`config.mk`:
```
export PLATFORM = sky130hd
export DESIGN_NAME = cdc_req_ack_responder
export DESIGN_NICKNAME = d
export VERILOG_FILES = /design/src/rtl/cdc_req_ack_responder.sv
export SDC_FILE = /design/constraint.sdc
export NUM_CORES = 1
export LEC_CHECK = 0
export ABC_CLOCK_PERIOD_IN_PS = 1200
export CORE_UTILIZATION = 39
export CTS_BUF_LIST = sky130_fd_sc_hd__clkbuf_8
export DETAILED_ROUTE_END_ITERATION = 8
export PLACE_DENSITY = 0.72
export SYNTH_ARGS = -nofsm -noshare
export SYNTH_HDL_FRONTEND = slang
export SYNTH_SLANG_ARGS = --single-unit
```
`constraint.sdc`:
```
create_clock -name clk -period 1.2 [get_ports clk]
set_input_delay 0.3 -clock clk [delete_from_list [all_inputs] [get_ports clk]]
set_output_delay 0.3 -clock clk [all_outputs]
set_load 0.05 [all_outputs]
```
`src/rtl/cdc_req_ack_responder.sv`:
```
// Destination-side responder for a 4-phase req/ack CDC handshake: synchronises req,
// captures the source word once, hands it over on valid/ready and returns a registered ack.
module cdc_req_ack_responder #(
  parameter int unsigned SYNC_STAGES = 2,
  parameter int unsigned DATA_W      = 8
) (
  input  logic              clk,
  input  logic              rst,
  input  logic              req_async,
  input  logic [DATA_W-1:0] data_async,
  output logic              ack,
  output logic              out_valid,
  output logic [DATA_W-1:0] out_data,
  input  logic              out_ready,
  output logic              out_pulse,
  output logic              proto_err,
  input  logic              err_clr
);

  typedef enum logic [1:0] {StIdle, StHold, StAck} state_e;

  state_e              state_q, state_d;
  logic [SYNC_STAGES-1:0] sync_q;
  logic                req_sync;
  logic                ack_q, ack_d;
  logic                valid_q, valid_d;
  logic [DATA_W-1:0]   data_q, data_d;
  logic                pulse_q, pulse_d;
  logic                err_q, err_d;

  assign req_sync = sync_q[SYNC_STAGES-1];

  always_ff @(posedge clk or posedge rst) begin
    if (rst) begin
      sync_q  <= '0;
      state_q <= StIdle;
      ack_q   <= 1'b0;
      valid_q <= 1'b0;
      data_q  <= '0;
      pulse_q <= 1'b0;
      err_q   <= 1'b0;
    end else begin
      sync_q  <= {sync_q[SYNC_STAGES-2:0], req_async};
      state_q <= state_d;
      ack_q   <= ack_d;
      valid_q <= valid_d;
      data_q  <= data_d;
      pulse_q <= pulse_d;
      err_q   <= err_d;
    end
  end

  always_comb begin
    state_d = state_q;
    unique case (state_q)
      StIdle:  if (req_sync)  state_d = StHold;
      StHold:  if (out_ready) state_d = StAck;
      StAck:   if (!req_sync) state_d = StIdle;
      default: state_d = StIdle;
    endcase
  end

  always_comb begin
    ack_d   = ack_q;
    valid_d = valid_q;
    data_d  = data_q;
    pulse_d = 1'b0;
    err_d   = err_clr ? 1'b0 : err_q;
    unique case (state_q)
      StIdle: begin
        // data_async is only stable while req is high, so it is sampled here and nowhere else.
        if (req_sync) begin
          data_d  = data_async;
          valid_d = 1'b1;
          pulse_d = 1'b1;
        end
      end
      StHold: begin
        // Early req drop is flagged but the held word is still delivered; set beats clear.
        if (!req_sync) err_d = 1'b1;
        if (out_ready) begin
          valid_d = 1'b0;
          ack_d   = 1'b1;
        end
      end
      StAck: begin
        if (!req_sync) ack_d = 1'b0;
      end
      default: begin
        ack_d   = 1'b0;
        valid_d = 1'b0;
      end
    endcase
  end

  assign ack       = ack_q;
  assign out_valid = valid_q;
  assign out_data  = data_q;
  assign out_pulse = pulse_q;
  assign proto_err = err_q;

endmodule

```
==> results.py <==
metrics = {
    "clock_tree": {
        "clock_path_buffers": 2,
        "cts_made_buffers": 3,
        "cts_sinks": 16,
        "postCtsSetupBuffers": 0,
        "cts_resized": 0,
        "clock_latency_ps": 250,
        "tritoncts": "yes",
        "postCtsHoldBufs": 0,
        "cts-root-buf": "clkbuf_8",
        "path_clk_slew_ps": 60,
        "htree_levels": 1,
    },
    "placed_design": {
        "gp_congestion": 0.736,
        "post-dp-hpwl_um": 905,
        "dp_cells": 86,
        "io_buffer_count": 24,
    },
    "detailed_routing": {
        "wirelength_mm": 1.25,
        "viasPerCell": 4.78,
        "dr.first_iter.drc_count": 7,
        "drc": 0,
        "routedWlPerCell_um": 13.9,
        "detail_route.first_pass.iterations": 4,
        "num_vias": 430,
        "antenna_left": 0,
    },
    "grt": {
        "grt.busiest_layer": "met2",
        "grt_pass1_vias": 472,
        "grt_util_met3_pct": 3.02,
        "met2_usage_pct": 25.8,
        "antenna_found_initial": 0,
        "use_met1_pct": 19.3,
        "grt_pass1_wl_mm": 2.06,
        "track_usage_pct": 15.8,
        "grt_overflow": 0,
        "grt_max_degree": 17,
    },
    "die": {
        "pin_count": 25,
        "fp.coreArea_um2": 1520,
        "num_rows": 14,
        "die_area_um2": 1800,
        "die_w_um": 42.4,
        "initial_core_util_pct": 41.8,
        "die_y_um": 42.4,
    },
    "synthesis": {
        "ys_ff_latch": 16,
        "syn_inst": 41,
        "yosys_warnings": 0,
        "synth.distinct_cells": 14,
        "syn-num-nets": 54,
        "ys_seq_area_share_pct": 62.9,
        "synth_area_um2": 637,
        "synth.avg_cell_area_um2": 15.5,
    },
    "sta": {
        "fin_crit_sh_pct": 104,
        "fin_crit_ps": 1250,
        "slew_viol_final": 0,
        "max_freq_mhz": 803,
        "finClkSkew_ps": 1.20,
        "whs_ps": 370,
        "rsz0062_at_grt": "yes",
        "hold_viol": 0,
        "slew-limit-headroom_pct": 85.0,
        "fin_ws_ps": -45.5,
        "tightest_slew_ps": 224,
        "finalSetupViolCount": 8,
    },
    "layout": {
        "drive_gt1_share_pct": 43.2,
        "diodes": 0,
        "area_growth_pct": 74.3,
        "final_cell_mix": "dfrtp_1 (16), buf_12 (13), clkdlybuf4s50_1 (12)",
        "multi_input_area_um2": 201,
        "fin_nets": 88,
        "utilization_pct": 72.8,
        "layout_commonest_cell": "dfrtp_1",
        "finalNonFillerCells": 90,
        "n_fill_cell": 102,
        "seqCellArea_um2": 400,
    },
    "setup_path": {
        "crit_chain": "nor2b_2, nor2b_4, buf_12, mux2_4",
        "worstRegToRegCells": 4,
        "crit_path_end_kind": "register",
        "r2r_slack_ps": -50,
        "critPathTopFamily": "flip-flops",
        "worstPathMaxFanout": 9,
        "cp.required_ps": 1330,
        "cp-start-kind": "register",
        "max_stage_delay_ps": 390,
        "r2r_end": "out_data[5]",
        "crit_type": "reg -> reg",
        "cp_slowest_cell": "dfrtp_1",
        "worstPathArrival_ps": 1380,
        "rr_startpoint": "state_q[0]",
        "cp_num_buf_inv": 1,
    },
    "hold_path": {
        "hold_path_class": "reg -> reg",
        "min_from": "sync_q[0]",
        "hold_end": "sync_q[1]",
        "min_path_cells": 0,
    },
    "power": {
        "finalPower_mw": 3.70,
        "total_leakage_power_nw": 0.513,
        "peakVddDrop_uv": 1880,
        "powerDensity_nw_per_um2": 3340,
    },
    "run_status": {
        "status": "finished with violations",
        "violations": "negative setup slack",
    },
    "run": {
        "cap_violations": 0,
    },
}
cells in the mapped netlist (all sizes together):
| library cell | number | area, µm² |
|---|---|---|
| a21oi | 2 | 10.0 |
| o31ai | 1 | 7.51 |
| inv | 4 | 15.0 |
| mux2 | 8 | 120 |
| o21ai | 1 | 5.00 |
| buf | 1 | 20.0 |
| nand2 | 2 | 7.51 |
| a211oi | 1 | 7.51 |
| dfrtp | 16 | 400 |
| nor2 | 1 | 3.75 |
| o32ai | 1 | 8.76 |
| o2bb2ai | 1 | 8.76 |
| nor2b | 2 | 22.5 |
power breakdown:
group	switching [mW]	leakage [nW]	internal, mW
combinational	1.01	0.294	1.18
sequential	0.261	0.190	0.778
clock	0.178	0.0288	0.291
total	1.45	0.513	2.25
through the flow:
step,setup slack [ps],instance area (µm²),setup TNS (ps)
floorplan,-78.8,637,-631
global placement,-15.1,1050,-18.2
detailed placement,-45.4,1050,-337
CTS,-54.5,1110,-389
global route,-83.1,1110,-637
finish,-45.5,1110,-329
final cells by class:
class / count / area share (%)
clock buffers: 4 / 4.96
inverters: 4 / 1.35
multi-input cells: 20 / 18.2
flip-flops and latches: 16 / 36.1
well taps: 16 / 1.80
repair buffers: 30 / 37.7
cell families (layout without fill, tap and decap cells):
| kind of cell | after synthesis | after routing | share of synthesized area, % |
|---|---|---|---|
| buffers and inverters | 5 | 38 | 5.50 |
| AOI/OAI and AO/OA | 7 | 7 | 7.47 |
| and+or+nand+nor | 5 | 5 | 5.30 |
| muxes | 8 | 8 | 18.9 |
| DFF | 16 | 16 | 62.9 |
worst max-delay path by stage:
stage | from | to | slack (ps) | cells after the start
global route | state_q[0] | out_data[2] | -80 | 4
floorplan | state_q[0] | out_data[0] | -80 | 4
global placement | out_ready | out_valid | -20 | 4
detailed placement | state_q[0] | out_data[3] | -50 | 4
finish | state_q[0] | out_data[5] | -50 | 4
CTS | state_q[0] | out_data[5] | -50 | 4
per-layer routing:
layer	wire length [µm]	share of wire, %	vias to the layer above
met5	0	0	-
met3	49	3.9	2
met1	536	43	206
met2	656	53	16
li1	-	-	206
met4	7	0.56	0
worst register-to-register path, cell delays in order (launching register included):
cell and delay (ps):
dfrtp_1 390, nor2b_2 130, nor2b_4 170, buf_12 140
mux2_4 300
sequential cells by signal, indices dropped and copies added (netlist names):
signal	flops
state_q	2
out_valid	1
out_data	8
ack	1
out_pulse	1
proto_err	1
sync_q	2
No activity file was read; power rests on OpenSTA's default activity.
